<file path="src/rtl/bcd_pkg.sv">
// Shared BCD types and constants for the BCD down-counter.
package bcd_pkg;

    typedef logic [3:0] bcd_digit_t;

    localparam bcd_digit_t BCD_MAX  = 4'd9;
    localparam bcd_digit_t BCD_ZERO = 4'd0;

    // Out-of-range load digits are stored as the largest legal value.
    function automatic bcd_digit_t bcd_clamp(input bcd_digit_t d);
        return (d > BCD_MAX) ? BCD_MAX : d;
    endfunction

endpackage

</file>
<file path="src/rtl/bcd_down_digit.sv">
// One BCD decade: load with clamping, decrement on borrow_in, 0 -> 9 wrap.
module bcd_down_digit
    import bcd_pkg::*;
(
    input  logic       clk,
    input  logic       rst,
    input  logic       load,
    input  bcd_digit_t din,
    input  logic       borrow_in,
    output bcd_digit_t q_digit,
    output logic       borrow_out
);

    always_ff @(posedge clk) begin
        if (rst) begin
            q_digit <= BCD_ZERO;
        end else if (load) begin
            q_digit <= bcd_clamp(din);
        end else if (borrow_in) begin
            q_digit <= (q_digit == BCD_ZERO) ? BCD_MAX : q_digit - 4'd1;
        end
    end

    assign borrow_out = borrow_in & (q_digit == BCD_ZERO);

endmodule

</file>
<file path="src/rtl/bcd_down_counter.sv">
// Multi-decade BCD down-counter with load, underflow pulse and load-error pulse.
// Define BCD_DOWN_COUNTER_SATURATE_EN to hold at zero instead of wrapping to all nines.
module bcd_down_counter
    import bcd_pkg::*;
#(
    parameter int DIGITS = 2
) (
    input  logic                  clk,
    input  logic                  rst,
    input  logic                  en,
    input  logic                  load,
    input  logic [4*DIGITS-1:0]   din,
    output logic [4*DIGITS-1:0]   q,
    output logic                  zero,
    output logic                  borrow,
    output logic                  load_err
);

    logic [DIGITS:0] chain;
    logic            count_req;
    logic            borrow_next;
    logic            din_bad;

    assign zero = (q == '0);

    always_comb begin
        din_bad = 1'b0;
        for (int i = 0; i < DIGITS; i++) begin
            if (din[4*i +: 4] > BCD_MAX) din_bad = 1'b1;
        end
    end

`ifdef BCD_DOWN_COUNTER_SATURATE_EN
    logic armed;

    assign count_req   = en & ~zero;
    assign borrow_next = ~load & en & zero & armed;

    // Only one borrow per visit to zero; a load of a nonzero value re-arms.
    always_ff @(posedge clk) begin
        if (rst) begin
            armed <= 1'b1;
        end else if (load) begin
            if (|din) armed <= 1'b1;
        end else if (en & zero) begin
            armed <= 1'b0;
        end
    end
`else
    assign count_req   = en;
    assign borrow_next = ~load & en & zero;
`endif

    assign chain[0] = count_req;

    for (genvar g = 0; g < DIGITS; g++) begin : g_digit
        bcd_down_digit u_digit (
            .clk        (clk),
            .rst        (rst),
            .load       (load),
            .din        (din[4*g +: 4]),
            .borrow_in  (chain[g]),
            .q_digit    (q[4*g +: 4]),
            .borrow_out (chain[g+1])
        );
    end

    always_ff @(posedge clk) begin
        if (rst) begin
            borrow   <= 1'b0;
            load_err <= 1'b0;
        end else begin
            borrow   <= borrow_next;
            load_err <= load & din_bad;
        end
    end

endmodule

</file>
<file path="config.mk">
export PLATFORM = sky130hd
export DESIGN_NAME = bcd_down_counter
export DESIGN_NICKNAME = d
export VERILOG_FILES = /design/src/rtl/bcd_pkg.sv /design/src/rtl/bcd_down_digit.sv /design/src/rtl/bcd_down_counter.sv
export SDC_FILE = /design/constraint.sdc
export NUM_CORES = 1
export LEC_CHECK = 0
export BUFFER_PORTS_ARGS = -buffer_cell sky130_fd_sc_hd__buf_4
export CAP_MARGIN = 10
export CORE_UTILIZATION = 40
export CTS_CLUSTER_SIZE = 40
export DETAILED_ROUTE_END_ITERATION = 10
export GPL_TIMING_DRIVEN = 0
export PLACE_DENSITY = 0.69
export SETUP_SLACK_MARGIN = 0.4
export SLEW_MARGIN = 0
export SYNTH_ARGS = -nofsm -noshare
export SYNTH_HDL_FRONTEND = slang
export SYNTH_SLANG_ARGS = --single-unit
</file>
<file path="constraint.sdc">
create_clock -name clk -period 2.8 [get_ports clk]
set_input_delay 0.14 -clock clk [delete_from_list [all_inputs] [get_ports clk]]
set_output_delay 0.14 -clock clk [all_outputs]
set_load 0.005 [all_outputs]
</file>
==> flow_summary.toml, run 1 <==
[drt]
drtPass1Iterations = 4
drt_iter0_drc = 14
drc_errors = 0
ant_nets = 0
wl_per_cell_um = 12.64
via_count = 563
finalWirelength_um = 1289
viasPerCell = 5.520

[timing]
maxSlewViolCount = 0
worst_slew_pin_slew_ps = 459.4
maxSlewHeadroom = 0.6938
worst_slack_ps = 1154
period_needed_ps = 1646
period_share = 0.5878
setup_violations = 0
hold_viol = 0
final.setup.tns_ps = 0
fin_worst_skew_ps = 3.539
grt_setup_unrepaired = "no"
clock.fmax_mhz = 607.6
hold_ws_ps = 182.8

[floorplanning]
die_w_um = 39.19
io_pins = 23
die_area_um2 = 1535
die_h_um = 39.19
start_util = 0.4250
core-area_um2 = 1301
num_rows = 13

[placement]
dp_hpwl_um = 976.8
portBuffers = 21
placedInstanceArea_um2 = 729.5
dp_slack_ps = 1177
place_congestion = 0.6830

[worst_setup_path]
worstPathArrival_ps = 1840
rrSetupSlack_ps = 1150
slowest_stage = "or4b_4"
r2r_start = "g_digit[0].u_digit.q_digit[0]"
worstPathCellList = "or4b_4 > nor2_4 > a2bb2o_1 > a21oi_1"
path_max_fanout = 7
crit_type = "reg2reg"
slowest_delay_ps = 590
critPathLaunch = "g_digit[0].u_digit.q_digit[0]"
crit_path_start_kind = "register"
cp.required_ps = 3000
r2r-end = "g_digit[1].u_digit.q_digit[1]"
rr_worst_depth = 4
critPathCaptureType = "register"
cp-endpoint = "g_digit[1].u_digit.q_digit[1]"

[yosys]
ys_ff_latch = 10
synth_area_per_cell_um2 = 8.920
synth_area_um2 = 553.0
synthDistinctLibCells = 33
synthCells = 62
ys_seq_area_frac = 0.3620
yosysWarnings = 0
synth_fp_nets = 74

[cts]
cts_max_level = 1
ctsHoldBuffers = 0
cts_buffers = 3
cts_resized = 0
path_clk_slew_ps = 80
clock_latency_ps = 270
cts_root_buf = "clkbuf_4"
cts_setup_buffers = 0
clock_sinks = 10
cts.path.max_buffers = 2
tritoncts = "built"

[flow_run]
max_cap_viol_count = 0

[cells_and_area]
regArea_um2 = 200.2
nets = 100
final_cell_mix = "buf_4, dfxtp_1, nor2_1"
multiInputGateArea_um2 = 334.1
layout_commonest_cell = "buf_4"
n_fill_cell = 134
drive_gt1_frac = 0.3563
area_growth_pct = 38.46
antennaDiodeCount = 0
design_area_um2 = 765.7

[global_route]
first_global_vias = 468
grt_pass1_wl_um = 1897
antenna_found_initial = 0
gr-total-overflow = 0
grt_max_degree = 11
grt_use_total = 0.1845

[power]
p_leak_nw = 0.3124
ir_worst_vdd_mv = 0.2782
powerDensity_nw_per_um2 = 521.3

[min_path]
hold_path.class = "in2reg"
whs_path_depth = 3

[run_status]
status = "completed"
## logic make-up after synthesis
logic type	after synthesis	synth area share
AOI/OAI and AO/OA	17	0.2421
xor gates and xnor gates	3	0.04752
buffers and inverters	5	0.03394
DFF	10	0.3620
and+or+nand+nor	27	0.3145
## per-layer routing
layer	global-route usage	vias to the layer above	part of all wire
met5	0	-	0
met4	0.1034	0	0
met3	0.03468	0	0.064
met2	0.2958	19	0.45
met1	0.2268	259	0.48
li1	-	285	-
## metrics by stage
step                       power, W  std cells    util
after floorplan           0.0002256         62       -
after global placement    0.0002676         98  0.5606
after detailed placement  0.0002685         98  0.5606
after CTS                 0.0004032        102  0.5885
after global routing      0.0004209        102  0.5885
final                     0.0003992        102  0.5885
## where the power goes
group	total [W]	switching, W	internal [W]
clock	0.000134	0.0000552	0.0000789
combinational	0.0000958	0.0000409	0.0000549
sequential	0.000169	0.0000163	0.000153
total	0.000399	0.000112	0.000287
## synth_stat cells, drive strengths merged
| library cell | instances | area share |
|---|---|---|
| nor3 | 2 | 0.018 |
| xnor2 | 3 | 0.048 |
| a21oi | 2 | 0.018 |
| o221a | 1 | 0.020 |
| or2b | 1 | 0.014 |
| nand2 | 3 | 0.020 |
| or4 | 1 | 0.014 |
| and2 | 2 | 0.025 |
| o21ai | 2 | 0.018 |
| a2bb2o | 1 | 0.018 |
| a22oi | 1 | 0.014 |
| nor3b | 1 | 0.014 |
| nor4b | 2 | 0.059 |
| clkinv | 1 | 0.0068 |
| o32ai | 1 | 0.016 |
| a2bb2oi | 1 | 0.016 |
| or4b | 1 | 0.025 |
| nor4 | 1 | 0.011 |
| nor2b | 2 | 0.023 |
| clkbuf | 2 | 0.014 |
| o211ai | 2 | 0.027 |
| o22ai | 1 | 0.011 |
| o311ai | 1 | 0.016 |
| dfxtp | 10 | 0.36 |
| inv | 2 | 0.014 |
| nor2 | 9 | 0.075 |
| nand3 | 2 | 0.018 |
| a221oi | 2 | 0.032 |
| a211oi | 2 | 0.036 |
## critical path, delay by kind of cell, from the launching register on
kind               cells  cell delay (ps)
and+or+nand+nor        2              760
DFF                    1              380
AOI/OAI and AO/OA      2              430
## worst min path at each step
stage,startpoint,endpoint,slack (ps)
after global routing,din[0],g_digit[0].u_digit.q_digit[0],220
after floorplan,din[0],g_digit[0].u_digit.q_digit[0],340
after global placement,din[0],g_digit[0].u_digit.q_digit[0],460
after detailed placement,din[0],g_digit[0].u_digit.q_digit[0],470
after CTS,din[0],g_digit[0].u_digit.q_digit[0],180
final,din[0],g_digit[0].u_digit.q_digit[0],180
## layout make-up
| cell class | instances | area share |
|---|---|---|
| plain buffers | 2 | 0.009804 |
| clock buffers | 4 | 0.04739 |
| repair buffers | 21 | 0.2059 |
| inverters | 3 | 0.01471 |
| flip-flops and latches | 10 | 0.2614 |
| multi-input cells | 47 | 0.4363 |
| well taps | 15 | 0.02451 |
## state kept, by name, summed over array words and instances (netlist names)
| register | cells |
|---|---|
| g_digit.u_digit.q_digit | 8 |
| borrow | 1 |
| load_err | 1 |
No activity file was read; power rests on OpenSTA's default activity.
==> run 2, diff against run 1 <==
ABC_AREA = 1   (was not set)
PLACE_DENSITY = 0.7   (was 0.69)
clock period = 1.4 ns   (was 2.8 ns; I/O delays follow)
==> run 2 against run 1 <==
Compared with the run above:
- global-route usage increased by 7.9 points
- cell area increased by 31%
- cell count increased by 46%
- critical path depth unchanged
- flip-flop and latch count unchanged
- wire length increased by 54%
- synthesized cell count increased by 53%
- combinational power increased to 3.9 times the previous value
- worst hold slack got worse by 66 ps
- critical path type is now reg2out
- first-iteration DRC count increased by 64%
==> flow_summary.toml, run 2 <==
[power]
power_frac_comb = 0.413
p_sw_frac = 0.3395
powerDensity_nw_per_um2 = 897.6
p_leak_nw = 0.4996
power_frac_seq = 0.377
p_switching_w = 0.0003062
pwr-share-clk = 0.210
ir_worst_vdd_mv = 0.4936
internal_power_w = 0.0005957

[yosys]
synthDistinctLibCells = 17
synth_area_leaders = "dfxtp_1, nand2_1, o21ai_0"
ys_seq_area_frac = 0.3361
yosysWarnings = 0
ys_ff_latch = 10
async_flop_share = 0
yosys-mux-area-fraction = 0
synth-xor-area-share = 0
synth_top_area_frac = 0.3361
yosys.area.top_type = "dfxtp_1"
synth_area_per_cell_um2 = 6.269
synth-main-ff-cell = "dfxtp_1"
synth_area_um2 = 595.6
synth_top_family_by_area = "simple AND/OR/NAND/NOR gates"
synth_most_common_cell = "nand2_1"
synth_edf_count = 0
synth_fp_nets = 107
synthCells = 95
yosys.area_share.simple = 0.3655
synth_adder_area_share = 0
synth_compound_area_frac = 0.1975
synth_commonest_cells = "nand2_1, inv_1, nor2_1, o21ai_0, dfxtp_1"

[cells_and_area]
layout_commonest_cell = "buf_4"
largest_register_ffs = 8
multiInputGateArea_um2 = 409.1
final_cell_mix = "buf_4, nand2_1, inv_1"
area_growth_pct = 68.70
top_register = "g_digit.u_digit.q_digit"
n_fill_cell = 107
design_area_um2 = 1005
antennaDiodeCount = 0
nets = 148
regArea_um2 = 217.7
reg_top3 = "g_digit.u_digit.q_digit: 8 flops, borrow: 1 flops, load_err: 1 flops"
drive_gt1_frac = 0.5000

[timing]
clock.fmax_mhz = 899.8
period_needed_ps = 1111
final.setup.tns_ps = 0
maxSlewHeadroom = 0.8072
grt_setup_unrepaired = "yes"
fin_worst_skew_ps = 0.3295
period_share = 0.7938
hold_viol = 0
worst_slack_ps = 288.7
maxSlewViolCount = 0
worst_slew_pin_slew_ps = 286.2
setup_violations = 0

[drt]
ant_nets = 0
viasPerCell = 5.329
finalWirelength_um = 1982
wl_per_cell_um = 13.30
drc_errors = 0
drtPass1Iterations = 4
via_count = 794
drt_iter0_drc = 23

[floorplanning]
start_util = 0.4411
num_rows = 13
io_pins = 23
die_h_um = 40.59
core-area_um2 = 1350
die_w_um = 40.59
die_area_um2 = 1647

[worst_setup_path]
crit_type = "reg2out"
cp.required_ps = 1330
worstPathArrival_ps = 1040
path_max_fanout = 2
critPathCaptureType = "primary output"
crit_path_start_kind = "register"

[placement]
placedInstanceArea_um2 = 779.5
dp_slack_ps = 303.2
place_congestion = 0.8186
portBuffers = 22
dp_hpwl_um = 1070

[cts]
cts_root_buf = "clkbuf_4"
tritoncts = "built"
clock_sinks = 10
cts_max_level = 1
path_clk_slew_ps = 60
clock_latency_ps = 260
cts_buffers = 3
cts.path.max_buffers = 2

[global_route]
grt_pass1_wl_um = 2753
gr-total-overflow = 0
first_global_vias = 646
grt_use_total = 0.2630
antenna_found_initial = 0
grt_max_degree = 11

[run_status]
status = "completed"

[min_path]
hold_path.class = "in2reg"

[flow_run]
max_cap_viol_count = 0
## run 2: cell count changes in the layout (fill, tap and decap cells not counted), sizes merged, moves of 4 or more
cell,change
nand2,+26
buf,+15
o21ai,+9
a21oi,+6
nor2,+5
inv,+11
nand3,+4
## run 2: worst paths after layout
path	from	to	slack, ps	cells past startpoint
worst max-delay path	g_digit[0].u_digit.q_digit[0]	zero	290	4
worst min-delay path	din[6]	g_digit[1].u_digit.q_digit[2]	120	5
worst max register to register	g_digit[0].u_digit.q_digit[0]	g_digit[1].u_digit.q_digit[2]	300	7
worst min register to register	g_digit[1].u_digit.q_digit[3]	g_digit[1].u_digit.q_digit[3]	590	3
## run 2: critical path, cell delays in order (launching register included)
cell     delay (ps)
dfxtp_4         360
nor2_4          140
nand2_2          80
nor2_1           90
buf_4           110
## run 2: routing by layer
layer,vias up,part of all wire,wire length (um),track usage
li1,386,-,-,-
met2,37,0.50,994,0.4484
met3,8,0.064,127,0.1000
met1,363,0.41,820,0.2908
met5,-,0,0,0
met4,0,0.020,40,0.1000
## run 2: per-stage QoR
| step | power [W] | std cells | hold WS [ps] | utilization |
|---|---|---|---|---|
| 6_report | 0.0009018 | 149 | 117.2 | 0.7442 |
| 5_1_grt | 0.0009538 | 149 | 118.7 | 0.7442 |
| 4_1_cts | 0.0008401 | 146 | 101.3 | 0.6867 |
| 3_5_place_dp | 0.0005742 | 132 | 281.8 | 0.5774 |
| 3_3_place_gp | 0.0005728 | 132 | 276.6 | 0.5774 |
| 2_1_floorplan | 0.0004744 | 95 | 132.4 | - |
## run 2: final cells by class
cell class	instances	area share
sequential	10	0.2167
multi-input combinational	71	0.4072
buffer	1	0.01121
timing repair buffer	36	0.2752
inverter	13	0.04857
tap	15	0.01868
clock buffer	3	0.02242
## run 2: what timing repair did
item                                    in CTS  in global routing
hold buffers                                 1                  0
resized for setup                           17                 14
endpoints found under the setup margin       6                  9
pin swaps                                    7                  7
hold endpoints to repair                     1                  0
buffers inserted                            10                  3
## run 2: logic make-up after synthesis
family                 Yosys count
AND/OR/NAND/NOR                 50
AO/OA/AOI/OAI                   21
buffers and inverters           14
flip-flops                      10
## run 2: power by group through the flow
stage | combinational (W) | sequential, W | clock [W]
after detailed placement | 0.000234 | 0.000340 | 0
after CTS | 0.000308 | 0.000337 | 0.000195
final | 0.000373 | 0.000340 | 0.000189
after global placement | 0.000232 | 0.000341 | 0
after floorplan | 0.000135 | 0.000340 | 0
after global routing | 0.000407 | 0.000343 | 0.000204
